### src/rtl/elbeth_lsu_if.sv
//----------------------------------------------------------------------------
// elbeth_lsu_if -- request/response and memory-port bundle for elbeth_lsu (rev 1.0)
//----------------------------------------------------------------------------
`timescale 1ns/1ps
`default_nettype none

interface elbeth_lsu_if #(
  parameter int AW = 12
);
  logic          req_valid;
  logic          req_we;
  logic [1:0]    req_size;
  logic          req_signed;
  logic [31:0]   req_addr;
  logic [31:0]   req_wdata;
  logic          req_ready;
  logic          resp_valid;
  logic [31:0]   resp_rdata;
  logic          resp_err;
  logic          mem_enable;
  logic [AW-1:0] mem_addr;
  logic [31:0]   mem_data_in;
  logic [3:0]    mem_rw;
  logic [31:0]   mem_data_out;
  logic          mem_ready;

  // slave: the LSU itself; master: the pipeline plus memory around it
  modport slave (
    input  req_valid, req_we, req_size, req_signed, req_addr, req_wdata,
    input  mem_data_out, mem_ready,
    output req_ready, resp_valid, resp_rdata, resp_err,
    output mem_enable, mem_addr, mem_data_in, mem_rw
  );

  modport master (
    output req_valid, req_we, req_size, req_signed, req_addr, req_wdata,
    output mem_data_out, mem_ready,
    input  req_ready, resp_valid, resp_rdata, resp_err,
    input  mem_enable, mem_addr, mem_data_in, mem_rw
  );
endinterface

`default_nettype wire

### src/rtl/elbeth_lsu.sv
//----------------------------------------------------------------------------
// elbeth_lsu -- byte/half/word load-store initiator for one ELBETH memory port;
// optional BUSY timeout enabled by ELBETH_LSU_TIMEOUT_EN (rev 1.0)
//----------------------------------------------------------------------------
`timescale 1ns/1ps
`default_nettype none

module elbeth_lsu #(
  parameter int AW      = 12,
  parameter int TIMEOUT = 15
) (
  input  logic         clk,
  input  logic         rst,
  elbeth_lsu_if.slave  bus
);

  typedef enum logic [1:0] {
    IDLE = 2'd0,
    BUSY = 2'd1,
    RESP = 2'd2
  } state_t;

  state_t state, state_next;

  logic          r_resp_valid, w_resp_valid;
  logic          r_resp_err,   w_resp_err;
  logic [31:0]   r_resp_rdata, w_resp_rdata;
  logic          r_mem_enable, w_mem_enable;
  logic [AW-1:0] r_mem_addr,   w_mem_addr;
  logic [31:0]   r_mem_data_in, w_mem_data_in;
  logic [3:0]    r_mem_rw,     w_mem_rw;
  logic          r_we,         w_we;
  logic [1:0]    r_size,       w_size;
  logic          r_signed,     w_signed;
  logic [1:0]    r_lane,       w_lane;

  logic          w_misaligned;
  logic [3:0]    w_strb;
  logic [31:0]   w_store_data;
  logic [31:0]   w_shifted;
  logic [7:0]    w_byte;
  logic [15:0]   w_half;
  logic [31:0]   w_load;
  logic          w_timeout;

  assign w_misaligned = (bus.req_size == 2'b11)
                      | ((bus.req_size == 2'b01) & bus.req_addr[0])
                      | ((bus.req_size == 2'b10) & (|bus.req_addr[1:0]));

  always_comb begin
    w_strb       = 4'b1111;
    w_store_data = bus.req_wdata;
    case (bus.req_size)
      2'b00: begin
        w_strb       = 4'b0001 << bus.req_addr[1:0];
        w_store_data = {4{bus.req_wdata[7:0]}};
      end
      2'b01: begin
        w_strb       = 4'b0011 << {bus.req_addr[1], 1'b0};
        w_store_data = {2{bus.req_wdata[15:0]}};
      end
      default: ;
    endcase
  end

  // Lane select uses the latched request, since req_* are only valid at accept
  assign w_shifted = bus.mem_data_out >> {r_lane, 3'b000};
  assign w_byte    = w_shifted[7:0];
  assign w_half    = r_lane[1] ? bus.mem_data_out[31:16] : bus.mem_data_out[15:0];

  always_comb begin
    w_load = bus.mem_data_out;
    case (r_size)
      2'b00:   w_load = r_signed ? {{24{w_byte[7]}}, w_byte} : {24'd0, w_byte};
      2'b01:   w_load = r_signed ? {{16{w_half[15]}}, w_half} : {16'd0, w_half};
      default: ;
    endcase
  end

`ifdef ELBETH_LSU_TIMEOUT_EN
  localparam int CW = (TIMEOUT < 2) ? 1 : $clog2(TIMEOUT);

  logic [CW-1:0] r_tmo_cnt;

  // Fires on the edge the count would reach TIMEOUT; mem_ready takes priority in BUSY
  assign w_timeout = (state == BUSY) && !bus.mem_ready && (r_tmo_cnt == CW'(TIMEOUT - 1));

  always_ff @(posedge clk or posedge rst) begin
    if (rst) begin
      r_tmo_cnt <= '0;
    end else if (state != BUSY) begin
      r_tmo_cnt <= '0;
    end else if (!bus.mem_ready) begin
      r_tmo_cnt <= r_tmo_cnt + 1'b1;
    end
  end
`else
  assign w_timeout = 1'b0;
`endif

  always_ff @(posedge clk or posedge rst) begin
    if (rst) begin
      state <= IDLE;
    end else begin
      state <= state_next;
    end
  end

  always_comb begin
    state_next    = state;
    w_resp_valid  = 1'b0;
    w_resp_err    = r_resp_err;
    w_resp_rdata  = r_resp_rdata;
    w_mem_enable  = r_mem_enable;
    w_mem_addr    = r_mem_addr;
    w_mem_data_in = r_mem_data_in;
    w_mem_rw      = r_mem_rw;
    w_we          = r_we;
    w_size        = r_size;
    w_signed      = r_signed;
    w_lane        = r_lane;
    case (state)
      IDLE: begin
        if (bus.req_valid) begin
          if (w_misaligned) begin
            state_next   = RESP;
            w_resp_valid = 1'b1;
            w_resp_err   = 1'b1;
            w_resp_rdata = 32'd0;
          end else begin
            state_next    = BUSY;
            w_mem_enable  = 1'b1;
            w_mem_addr    = bus.req_addr[AW+1:2];
            w_mem_data_in = w_store_data;
            w_mem_rw      = bus.req_we ? w_strb : 4'b0000;
            w_we          = bus.req_we;
            w_size        = bus.req_size;
            w_signed      = bus.req_signed;
            w_lane        = bus.req_addr[1:0];
          end
        end
      end
      BUSY: begin
        if (bus.mem_ready) begin
          state_next   = RESP;
          w_resp_valid = 1'b1;
          w_resp_err   = 1'b0;
          w_resp_rdata = r_we ? 32'd0 : w_load;
          w_mem_enable = 1'b0;
          w_mem_rw     = 4'b0000;
        end else if (w_timeout) begin
          state_next   = RESP;
          w_resp_valid = 1'b1;
          w_resp_err   = 1'b1;
          w_resp_rdata = 32'd0;
          w_mem_enable = 1'b0;
          w_mem_rw     = 4'b0000;
        end
      end
      RESP:    state_next = IDLE;
      default: state_next = IDLE;
    endcase
  end

  always_ff @(posedge clk or posedge rst) begin
    if (rst) begin
      r_resp_valid  <= 1'b0;
      r_resp_err    <= 1'b0;
      r_resp_rdata  <= 32'd0;
      r_mem_enable  <= 1'b0;
      r_mem_addr    <= '0;
      r_mem_data_in <= 32'd0;
      r_mem_rw      <= 4'b0000;
      r_we          <= 1'b0;
      r_size        <= 2'b00;
      r_signed      <= 1'b0;
      r_lane        <= 2'b00;
    end else begin
      r_resp_valid  <= w_resp_valid;
      r_resp_err    <= w_resp_err;
      r_resp_rdata  <= w_resp_rdata;
      r_mem_enable  <= w_mem_enable;
      r_mem_addr    <= w_mem_addr;
      r_mem_data_in <= w_mem_data_in;
      r_mem_rw      <= w_mem_rw;
      r_we          <= w_we;
      r_size        <= w_size;
      r_signed      <= w_signed;
      r_lane        <= w_lane;
    end
  end

  assign bus.req_ready   = (state == IDLE);
  assign bus.resp_valid  = r_resp_valid;
  assign bus.resp_err    = r_resp_err;
  assign bus.resp_rdata  = r_resp_rdata;
  assign bus.mem_enable  = r_mem_enable;
  assign bus.mem_addr    = r_mem_addr;
  assign bus.mem_data_in = r_mem_data_in;
  assign bus.mem_rw      = r_mem_rw;

endmodule

`default_nettype wire
### src/flat_wrapper.sv
// flat-port wrapper written by rule: the top's interface ports become plain ports
module elbeth_lsu_flat 
#(
  parameter int AW      = 12,
  parameter int TIMEOUT = 15
)
  (clk, rst, bus_req_valid, bus_req_we, bus_req_size, bus_req_signed, bus_req_addr, bus_req_wdata, bus_mem_data_out, bus_mem_ready, bus_req_ready, bus_resp_valid, bus_resp_rdata, bus_resp_err, bus_mem_enable, bus_mem_addr, bus_mem_data_in, bus_mem_rw);
  elbeth_lsu_if #(.AW(AW)) bus_i ();
  input  logic clk;
  input  logic rst;
  input wire logic [$bits(bus_i.req_valid)-1:0] bus_req_valid;
  input wire logic [$bits(bus_i.req_we)-1:0] bus_req_we;
  input wire logic [$bits(bus_i.req_size)-1:0] bus_req_size;
  input wire logic [$bits(bus_i.req_signed)-1:0] bus_req_signed;
  input wire logic [$bits(bus_i.req_addr)-1:0] bus_req_addr;
  input wire logic [$bits(bus_i.req_wdata)-1:0] bus_req_wdata;
  input wire logic [$bits(bus_i.mem_data_out)-1:0] bus_mem_data_out;
  input wire logic [$bits(bus_i.mem_ready)-1:0] bus_mem_ready;
  output wire logic [$bits(bus_i.req_ready)-1:0] bus_req_ready;
  output wire logic [$bits(bus_i.resp_valid)-1:0] bus_resp_valid;
  output wire logic [$bits(bus_i.resp_rdata)-1:0] bus_resp_rdata;
  output wire logic [$bits(bus_i.resp_err)-1:0] bus_resp_err;
  output wire logic [$bits(bus_i.mem_enable)-1:0] bus_mem_enable;
  output wire logic [$bits(bus_i.mem_addr)-1:0] bus_mem_addr;
  output wire logic [$bits(bus_i.mem_data_in)-1:0] bus_mem_data_in;
  output wire logic [$bits(bus_i.mem_rw)-1:0] bus_mem_rw;
  assign bus_i.req_valid = bus_req_valid;
  assign bus_i.req_we = bus_req_we;
  assign bus_i.req_size = bus_req_size;
  assign bus_i.req_signed = bus_req_signed;
  assign bus_i.req_addr = bus_req_addr;
  assign bus_i.req_wdata = bus_req_wdata;
  assign bus_i.mem_data_out = bus_mem_data_out;
  assign bus_i.mem_ready = bus_mem_ready;
  assign bus_req_ready = bus_i.req_ready;
  assign bus_resp_valid = bus_i.resp_valid;
  assign bus_resp_rdata = bus_i.resp_rdata;
  assign bus_resp_err = bus_i.resp_err;
  assign bus_mem_enable = bus_i.mem_enable;
  assign bus_mem_addr = bus_i.mem_addr;
  assign bus_mem_data_in = bus_i.mem_data_in;
  assign bus_mem_rw = bus_i.mem_rw;
  elbeth_lsu #(.AW(AW), .TIMEOUT(TIMEOUT)) u_core (.clk(clk), .rst(rst), .bus(bus_i));
endmodule
### config.mk
export PLATFORM = sky130hd
export DESIGN_NAME = elbeth_lsu_flat
export DESIGN_NICKNAME = d
export VERILOG_FILES = /design/src/rtl/elbeth_lsu_if.sv /design/src/rtl/elbeth_lsu.sv /design/src/flat_wrapper.sv
export SDC_FILE = /design/constraint.sdc
export NUM_CORES = 1
export LEC_CHECK = 0
export CORE_MARGIN = 2
export CORE_UTILIZATION = 38
export CTS_BUF_LIST = sky130_fd_sc_hd__clkbuf_8 sky130_fd_sc_hd__clkbuf_16
export CTS_CLUSTER_SIZE = 8
export DETAILED_ROUTE_END_ITERATION = 8
export PLACE_DENSITY = 0.73
export SYNTH_ARGS = -nofsm -noshare
export SYNTH_HDL_FRONTEND = slang
export SYNTH_SLANG_ARGS = --single-unit
export TNS_END_PERCENT = 50
### constraint.sdc
create_clock -name clk -period 3.6 [get_ports clk]
set_clock_uncertainty 0.2 [all_clocks]
set_input_delay 0.72 -clock clk [delete_from_list [all_inputs] [get_ports clk]]
set_output_delay 0.72 -clock clk [all_outputs]
set_load 0.02 [all_outputs]
==> results of run 1 <==
per-layer routing:
metal	vias up	wire length [um]	track usage
li1	1670	-	-
met1	1744	4920	0.232
met2	143	6230	0.353
met3	6	1160	0.0867
met4	0	85	0.0483
met5	-	0	0
worst paths after layout:
check / slack, ps / startpoint / cells after the start / end
min: 280 / u_core.bus.mem_data_in[14]$_DFFE_PP0P_ / 2 / u_core.bus.mem_data_in[14]$_DFFE_PP0P_
max: 840 / bus_req_size[1] / 6 / u_core.bus.resp_rdata[12]$_DFFE_PP0P_
min in group asynchronous: 540 / rst / 2 / u_core.bus.mem_addr[11]$_DFFE_PP0P_
max in group asynchronous: 1950 / rst / 3 / u_core.bus.mem_rw[3]$_DFFE_PP0P_
min reg2reg: 280 / u_core.bus.mem_data_in[14]$_DFFE_PP0P_ / 2 / u_core.bus.mem_data_in[14]$_DFFE_PP0P_
max reg2reg: 1120 / u_core.r_lane[1]$_DFFE_PP0P_ / 4 / u_core.bus.resp_rdata[28]$_DFFE_PP0P_
cells in the final DEF (no fill, tap or decap), types with 2 or more instances in the layout:
cell type	instances
a21oi_1	12
a221o_1	11
a221o_2	5
a22oi_1	8
buf_4	7
clkbuf_16	9
clkdlybuf4s50_1	169
clkinv_2	6
dfrtp_1	91
inv_1	13
mux2_1	4
mux2_2	28
mux2i_1	32
nand2_1	29
nand2b_1	10
nand3_1	4
nor2_1	13
nor2b_1	9
o211ai_1	9
o21ai_0	40
o22ai_1	2
o2bb2ai_1	8
sequential cells by signal (all words and copies together), names as in the netlist:
register,count
u_core.r_lane,2
u_core.bus.mem_addr,12
u_core.r_signed,1
u_core.bus.mem_enable,1
u_core.bus.resp_valid,1
u_core.state,2
u_core.bus.resp_rdata,32
u_core.r_we,1
u_core.bus.mem_rw,4
u_core.bus.resp_err,1
u_core.bus.mem_data_in,32
u_core.r_size,2
worst register-to-register path, cell delays in order, from the launching register on:
cell and delay, ps:
dfrtp_1 830, mux2i_2 390, o22ai_1 140, and4b_1 410, a221o_2 390
cells in the mapped netlist, types with 2 or more instances:
cell type / instances
dfrtp_1: 91
o21ai_0: 40
mux2i_1: 32
nand2_1: 29
mux2_2: 28
inv_1: 13
nor2_1: 13
a21oi_1: 12
a221o_1: 11
clkbuf_1: 11
buf_2: 10
nand2b_1: 10
nor2b_1: 9
o211ai_1: 9
a22oi_1: 8
o2bb2ai_1: 8
buf_6: 7
a221o_2: 5
mux2_1: 4
nand3_1: 4
o22ai_1: 2
per-stage QoR:
stage	instance area (sq um)	hold WS (ps)
2_1_floorplan	4310	271
3_3_place_gp	6080	261
3_5_place_dp	6080	272
4_1_cts	6340	288
5_1_grt	6340	308
6_report	6340	283
area by class of cell:
type,count,area share
clock buffers,9,0.0355
clock inverters,7,0.00572
inverters,14,0.00848
multi-input cells,241,0.285
flip-flops and latches,91,0.359
well taps,140,0.0276
repair buffers,177,0.278
power groups by stage:
stage | clock network [W] | registers (W) | logic, W
6_report | 0.000845 | 0.00165 | 0.00199
5_1_grt | 0.000912 | 0.00170 | 0.00212
4_1_cts | 0.000867 | 0.00165 | 0.00202
3_5_place_dp | 0 | 0.00166 | 0.00201
3_3_place_gp | 0 | 0.00164 | 0.00197
2_1_floorplan | 0 | 0.00201 | 0.000677
kinds of logic (layout without fill, tap and decap cells):
group           after synthesis  after routing  share of synthesized area
compound gates              101            101                      0.168
buf+inv                      42            207                     0.0517
flops                        91             91                      0.528
mux                          65             65                      0.161
simple gates                 75             75                     0.0911
==> flow_metrics.py, run 1 <==
metrics = {
    "power": {
        "pwr-share-seq": 0.368,
        "switching_share": 0.362,
        "internal_power_w": 0.00286,
        "ir_drop_mv": 0.371,
        "switchingPower_w": 0.00162,
        "clockPowerShare": 0.188,
        "total_power_w": 0.00448,
        "p_leak_nw": 2.70,
        "pwr-share-comb": 0.444,
        "power.density_nw_per_um2": 707,
    },
    "place": {
        "port_buffers": 169,
        "placed_cells": 663,
        "gp_congestion": 0.814,
        "dp_hpwl_mm": 9.19,
        "place_ws_ps": 515,
    },
    "clock_network": {
        "numClockSinks": 91,
        "insertion_delay_ps": 330,
        "cts_tree": "built",
        "postCtsSetupBuffers": 0,
        "cts_hold_buf": 0,
        "cts_root_buffer": "clkbuf_16",
        "clk_pin_slew_ps": 70,
        "cts-buffers-inserted": 9,
        "htree_levels": 3,
        "ctsResizeCount": 0,
        "clockBufferDepth": 2,
    },
    "sta": {
        "final-hold-violation-count": 0,
        "min_period_ps": 2760,
        "worst_slack_ps": 843,
        "worstMarginPinSlew_ps": 756,
        "setup_viol": 0,
        "tns_ps": 0,
        "period_share": 0.766,
        "maxSlewViolCount": 0,
        "fmax_mhz": 363,
        "maxSlewHeadroom": 0.496,
        "rsz0062_at_grt": "no",
    },
    "layout": {
        "final_cells": 679,
        "final_nets": 638,
        "n_antenna_cell": 0,
        "drive_gt1_frac": 0.122,
        "fill_cells": 981,
        "post-route-util": 0.580,
        "area_growth_syn_to_layout_pct": 47.1,
        "seqCellArea_sq_um": 2280,
        "multi_input_area_sq_um": 1810,
    },
    "synthesis": {
        "ys_async_sr_fraction": 1.00,
        "synth_cell_type_count": 39,
        "ys_dominant_reg_cell": "dfrtp_1",
        "ys_seq_area_frac": 0.528,
        "synth.largest_area_cell": "dfrtp_1",
        "synth-edff-count": 0,
        "synth_area_per_cell_sq_um": 11.5,
        "synthCells": 374,
        "synth_top_area_frac": 0.528,
        "yosys_warnings": 0,
        "synth-seq-cells": 91,
        "syn-cell-area_sq_um": 4310,
        "synth_area_leaders": "dfrtp_1 (53%), mux2i_1 (7.4%), mux2_2 (7.3%)",
        "synth_nets": 478,
    },
    "setup_path": {
        "start_kind": "input pin",
        "crit_fanout": 18,
        "slowest_stage": "a32oi_4",
        "critPathKind": "input pin to flip-flop",
        "end_kind": "flip-flop",
        "crit_chain": "clkdlybuf4s50_1, nor2_1, nor3_4, a32oi_4, inv_2, o211ai_1",
        "critPathArrivalTime_ps": 2810,
        "crit_path_max_incr_delay_ps": 590,
        "critPathBufInv": 2,
        "worstPathRequired_ps": 3650,
        "cp_top_family": "compound AO/OA/AOI/OAI gates",
    },
    "hold_path": {
        "hold_class": "flip-flop to flip-flop",
    },
    "floorplanning": {
        "ioPinCount": 188,
        "die_h_um": 111,
        "fp.dieW_um": 111,
        "row_count": 38,
        "initial_core_util": 0.394,
        "core_sq_um": 10900,
        "die_area_sq_um": 12200,
    },
    "grt": {
        "grt_pass1_wl_mm": 19.7,
        "track_usage": 0.204,
        "first_global_vias": 3760,
        "gr-total-overflow": 0,
        "antenna_found_initial": 0,
        "grt_max_degree": 63,
    },
    "routing": {
        "vias": 3563,
        "first_iter_violations": 151,
        "drt_pass1_iterations": 4,
        "drt_wl_total_mm": 12.4,
        "wl_per_cell_um": 18.2,
        "postRouteAntennaNets": 0,
        "detail_route.vias_per_cell": 5.25,
        "drc": 0,
    },
    "run": {
        "cap_violations": 0,
    },
    "outcome": {
        "status": "finished, final reports clean",
    },
}
Note: power is estimated with default switching activity, not from simulation.
==> run 2: changes to the inputs <==
--- a/config.mk
+++ b/config.mk
@@ -10,7 +10,7 @@
 export CTS_BUF_LIST = sky130_fd_sc_hd__clkbuf_8 sky130_fd_sc_hd__clkbuf_16
 export CTS_CLUSTER_SIZE = 8
 export DETAILED_ROUTE_END_ITERATION = 8
-export PLACE_DENSITY = 0.73
+export PLACE_DENSITY = 0.76
 export SYNTH_ARGS = -nofsm -noshare
 export SYNTH_HDL_FRONTEND = slang
 export SYNTH_SLANG_ARGS = --single-unit
==> constraint.sdc (replaced) <==
create_clock -name clk -period 2.4 [get_ports clk]
set_clock_uncertainty 0.2 [all_clocks]
set_input_delay 0.48 -clock clk [delete_from_list [all_inputs] [get_ports clk]]
set_output_delay 0.48 -clock clk [all_outputs]
set_load 0.02 [all_outputs]
==> run 2 against run 1 <==
  * First-iteration DRC count is 24% lower
  * Via count rose by 1.1%
  * Wire length decreased by 1.6%
  * Sequential power up 48%
  * Non-clock buffer count up 16
  * Critical endpoint is now u_core.bus.resp_rdata[25]$_DFFE_PP0P_
  * Largest power group unchanged
==> flow_metrics.py, run 2 (synthesis results as in run 1) <==
metrics = {
    "outcome": {
        "status": "finished, final reports clean",
    },
    "floorplanning": {
        "die_h_um": 111,
        "ioPinCount": 188,
        "fp.dieW_um": 111,
        "initial_core_util": 0.394,
        "row_count": 38,
        "die_area_sq_um": 12200,
        "core_sq_um": 10900,
    },
    "sta": {
        "maxSlewHeadroom": 0.631,
        "min_period_ps": 2210,
        "fmax_mhz": 453,
        "setup_viol": 0,
        "final-hold-violation-count": 0,
        "period_share": 0.919,
        "rsz0062_at_grt": "no",
        "worstMarginPinSlew_ps": 554,
        "maxSlewViolCount": 0,
    },
    "hold_path": {
        "holdPathStages": 2,
        "hold_class": "flip-flop to flip-flop",
        "hp-start": "u_core.bus.mem_data_in[12]$_DFFE_PP0P_",
    },
    "clock_network": {
        "clockBufferDepth": 2,
        "cts_tree": "built",
        "cts_root_buffer": "clkbuf_16",
        "cts-buffers-inserted": 9,
        "clk_pin_slew_ps": 60,
        "htree_levels": 3,
        "cts_hold_buf": 0,
        "numClockSinks": 91,
        "postCtsSetupBuffers": 0,
        "ctsResizeCount": 0,
        "insertion_delay_ps": 330,
    },
    "setup_path": {
        "crit_start": "bus_req_addr[0]",
        "critPathKind": "input pin to flip-flop",
        "crit_fanout": 20,
        "critPathArrivalTime_ps": 2230,
        "start_kind": "input pin",
        "rr_worst_depth": 4,
        "worstPathRequired_ps": 2420,
        "r2r-start": "u_core.r_lane[1]$_DFFE_PP0P_",
        "end_kind": "flip-flop",
    },
    "power": {
        "ir_drop_mv": 0.594,
        "p_leak_nw": 2.81,
        "total_power_w": 0.00708,
        "power.density_nw_per_um2": 1080,
    },
    "layout": {
        "final_cells": 695,
        "drive_gt1_frac": 0.150,
        "area_growth_syn_to_layout_pct": 52.4,
        "fill_cells": 916,
        "n_antenna_cell": 0,
        "final_nets": 654,
        "mostFrequentLayoutCells": "clkdlybuf4s50_1 (169), dfrtp_1 (91), o21ai_0 (40), mux2i_1 (32), nand2_1 (29)",
        "mostFrequentLayoutCell": "clkdlybuf4s50_1",
        "final_area_sq_um": 6570,
    },
    "run": {
        "cap_violations": 0,
    },
    "place": {
        "gp_congestion": 0.839,
        "placed_cells": 679,
        "dp_hpwl_mm": 9.30,
        "port_buffers": 169,
        "dpl-instance-area_sq_um": 6240,
    },
    "grt": {
        "track_usage": 0.198,
        "first_global_vias": 3694,
        "antenna_found_initial": 0,
        "gr-total-overflow": 0,
        "grt_max_degree": 92,
        "grt_pass1_wl_mm": 19.1,
    },
    "routing": {
        "drt_wl_total_mm": 12.2,
        "first_iter_violations": 115,
        "drt_pass1_iterations": 4,
        "detail_route.vias_per_cell": 5.18,
        "postRouteAntennaNets": 0,
        "drc": 0,
        "vias": 3601,
        "wl_per_cell_um": 17.5,
    },
}
[run 2: cell count changes in the layout (fill, tap and decap cells not counted)]
| cell | change |
|---|---|
| buf_4 | +13 |
| buf_12 | +3 |
| clkinv_2 | -3 |
| bufinv_16 | +2 |
| clkbuf_8 | +2 |
| inv_1 | -1 |
[run 2: worst paths after layout]
kind / end / slack (ps)
worst max-delay path: u_core.bus.resp_rdata[25]$_DFFE_PP0P_ / 190
worst min-delay path: u_core.bus.mem_data_in[12]$_DFFE_PP0P_ / 280
worst max register to register: u_core.bus.resp_rdata[25]$_DFFE_PP0P_ / 250
worst min register to register: u_core.bus.mem_data_in[12]$_DFFE_PP0P_ / 280
max in group asynchronous: u_core.bus.mem_data_in[2]$_DFFE_PP0P_ / 1220
min in group asynchronous: u_core.bus.resp_rdata[12]$_DFFE_PP0P_ / 430
[run 2: critical path, stage by stage]
cell and delay, ps:
clkdlybuf4s50_1 610, nor2_1 160, nor3_4 260, a32oi_4 150, buf_12 180, a221o_2 380
[run 2: final cells by class]
type | instances | area (sq um) | share of cell area
clock buffers | 11 | 253 | 0.0385
well taps | 140 | 175 | 0.0267
clock inverters | 5 | 75.1 | 0.0114
repair buffers | 193 | 1920 | 0.293
inverters | 14 | 56.3 | 0.00857
flip-flops and latches | 91 | 2280 | 0.347
multi-input cells | 241 | 1810 | 0.276
[run 2: report_power, final]
group          internal [W]  switching, W
logic               0.00159       0.00152
clock network      0.000963      0.000571
registers           0.00209      0.000353
total               0.00464       0.00244
[run 2: per-layer routing]
metal | vias up | GRT usage | part of all wire
met3 | 18 | 0.0724 | 0.084
met5 | - | 0 | 0
met1 | 1737 | 0.228 | 0.40
met2 | 143 | 0.333 | 0.49
met4 | 0 | 0.0783 | 0.028
li1 | 1703 | - | -
[run 2: metrics by stage]
stage | utilization | hold WS (ps) | setup slack (ps) | setup TNS [ps]
finish | 0.601 | 280 | 194 | 0
global route | 0.601 | 304 | 69.2 | 0
CTS | 0.601 | 287 | 171 | 0
detailed placement | 0.571 | 272 | -163 | -8530
global placement | 0.571 | 263 | -114 | -5950
floorplan | - | 271 | 417 | 0
==> run 3: changes to the inputs <==
--- a/config.mk
+++ b/config.mk
@@ -10,7 +10,7 @@
 export CTS_BUF_LIST = sky130_fd_sc_hd__clkbuf_8 sky130_fd_sc_hd__clkbuf_16
 export CTS_CLUSTER_SIZE = 8
 export DETAILED_ROUTE_END_ITERATION = 8
-export PLACE_DENSITY = 0.76
+export PLACE_DENSITY = 0.82
 export SYNTH_ARGS = -nofsm -noshare
 export SYNTH_HDL_FRONTEND = slang
 export SYNTH_SLANG_ARGS = --single-unit
==> run 3 against run 2 <==
  * Global-route usage up 0.29 points
  * Wire length up 0.15%
  * Core utilization down 0.65 points
  * Fmax down 0.35%
  * Via count up 1.4%
  * Combinational power about the same
  * Clock power down 13%
  * Critical path type unchanged
  * Highest routed layer unchanged
  * Register-to-register slack better by 70 ps
  * Worst setup slack worse by 7.7 ps
  * Critical path depth unchanged
  * Count of clock-buffer cells in the layout down 2
  * Sequential power about the same
  * Largest cell class unchanged
==> flow_metrics.py, run 3 (synthesis results as in run 1) <==
metrics = {
    "sta": {
        "tns_ps": 0,
        "worst_slack_ps": 186,
        "maxSlewHeadroom": 0.604,
        "period_share": 0.922,
        "min_period_ps": 2210,
        "setup_viol": 0,
        "hold_slack_ps": 277,
        "rsz0062_at_grt": "no",
        "final-hold-violation-count": 0,
        "worstMarginPinSlew_ps": 594,
        "fmax_mhz": 452,
        "maxSlewViolCount": 0,
    },
    "layout": {
        "mostFrequentLayoutCell": "clkdlybuf4s50_1",
        "mostFrequentLayoutCells": "clkdlybuf4s50_1 (169), dfrtp_1 (91), o21ai_0 (40), mux2i_1 (32), nand2_1 (29)",
        "fill_cells": 942,
        "area_growth_syn_to_layout_pct": 50.7,
        "drive_gt1_frac": 0.141,
        "final_cells": 693,
        "n_antenna_cell": 0,
        "final_nets": 653,
    },
    "routing": {
        "first_iter_violations": 233,
        "drt_wl_total_mm": 12.2,
        "vias": 3652,
        "detail_route.vias_per_cell": 5.27,
        "drc": 0,
        "drt_pass1_iterations": 4,
        "postRouteAntennaNets": 0,
        "wl_per_cell_um": 17.6,
    },
    "place": {
        "dp_hpwl_mm": 9.23,
        "place_ws_ps": -146,
        "port_buffers": 169,
        "gp_congestion": 0.858,
        "placed_cells": 678,
    },
    "power": {
        "p_leak_nw": 2.79,
        "clockPowerShare": 0.194,
        "total_power_w": 0.00688,
        "internal_power_w": 0.00446,
        "pwr-share-seq": 0.353,
        "ir_drop_mv": 0.538,
        "pwr-share-comb": 0.453,
        "power.density_nw_per_um2": 1060,
        "switching_share": 0.352,
        "switchingPower_w": 0.00242,
    },
    "setup_path": {
        "crit_start": "bus_req_size[1]",
        "critPathKind": "input pin to flip-flop",
        "rr_worst_depth": 4,
        "crit_path_end": "u_core.bus.resp_rdata[27]$_DFFE_PP0P_",
        "r2r-start": "u_core.r_size[0]$_DFFE_PP0P_",
        "critPathArrivalTime_ps": 2230,
        "crit_fanout": 21,
        "worstPathRequired_ps": 2420,
        "start_kind": "input pin",
        "end_kind": "flip-flop",
        "r2r-end": "u_core.bus.resp_rdata[26]$_DFFE_PP0P_",
        "r2r_slack_ps": 320,
    },
    "floorplanning": {
        "initial_core_util": 0.394,
        "die_area_sq_um": 12200,
        "die_h_um": 111,
        "core_sq_um": 10900,
        "fp.dieW_um": 111,
        "row_count": 38,
        "ioPinCount": 188,
    },
    "grt": {
        "antenna_found_initial": 0,
        "first_global_vias": 3864,
        "track_usage": 0.200,
        "grt_max_degree": 92,
        "grt_pass1_wl_mm": 19.7,
        "gr-total-overflow": 0,
    },
    "clock_network": {
        "htree_levels": 3,
        "ctsResizeCount": 0,
        "cts_root_buffer": "clkbuf_16",
        "clk_pin_slew_ps": 60,
        "cts_hold_buf": 0,
        "insertion_delay_ps": 330,
        "postCtsSetupBuffers": 0,
        "cts-buffers-inserted": 9,
        "numClockSinks": 91,
        "cts_tree": "built",
        "clockBufferDepth": 2,
    },
    "run": {
        "cap_violations": 0,
    },
    "hold_path": {
        "hold_class": "flip-flop to flip-flop",
    },
    "outcome": {
        "status": "finished, final reports clean",
    },
}
## run 3: area by class of cell
class / instances / area (sq um) / share of cell area
clock buffers: 9 / 225 / 0.0347
clock inverters: 6 / 51.3 / 0.00790
inverters: 14 / 56.3 / 0.00867
multi-input cells: 241 / 1810 / 0.279
flip-flops and latches: 91 / 2280 / 0.350
well taps: 140 / 175 / 0.0270
repair buffers: 192 / 1900 / 0.293
## run 3: critical path: stages
cell,delay [ps]
clkdlybuf4s50_1,580
nor2_1,140
nor3_4,260
a32oi_4,180
buf_12,200
a221o_2,390
## run 3: layer usage
metal / global-route usage / routed length [um] / share of wire
met5: 0 / 0 / 0
met4: 0.0592 / 156 / 0.013
met3: 0.0801 / 1220 / 0.10
met2: 0.344 / 6000 / 0.49
met1: 0.231 / 4830 / 0.40
## run 3: per-stage QoR
stage          instance area (sq um)  utilization
6_report                        6500        0.594
5_1_grt                         6500        0.594
4_1_cts                         6500        0.594
3_5_place_dp                    6220        0.569
3_3_place_gp                    6220        0.569
2_1_floorplan                   4310            -
## run 3: worst min path at each step
stage	endpoint	from	depth (start not counted)	slack, ps
after floorplan	u_core.r_we$_DFFE_PP0P_	u_core.r_we$_DFFE_PP0P_	1	270
after global placement	u_core.bus.mem_data_in[8]$_DFFE_PP0P_	u_core.bus.mem_data_in[8]$_DFFE_PP0P_	2	260
after detailed placement	u_core.bus.mem_data_in[14]$_DFFE_PP0P_	u_core.bus.mem_data_in[14]$_DFFE_PP0P_	2	270
after CTS	u_core.bus.mem_data_in[14]$_DFFE_PP0P_	u_core.bus.mem_data_in[14]$_DFFE_PP0P_	2	290
after global routing	u_core.bus.mem_data_in[14]$_DFFE_PP0P_	u_core.bus.mem_data_in[14]$_DFFE_PP0P_	2	300
final	u_core.bus.mem_data_in[14]$_DFFE_PP0P_	u_core.bus.mem_data_in[14]$_DFFE_PP0P_	2	280
## run 3: power by group through the flow
| stage | Combinational [W] | Sequential [W] | Clock (W) |
|---|---|---|---|
| 2_1_floorplan | 0.00102 | 0.00301 | 0 |
| 3_3_place_gp | 0.00308 | 0.00241 | 0 |
| 3_5_place_dp | 0.00313 | 0.00245 | 0 |
| 4_1_cts | 0.00315 | 0.00243 | 0.00138 |
| 5_1_grt | 0.00332 | 0.00250 | 0.00143 |
| 6_report | 0.00312 | 0.00243 | 0.00133 |
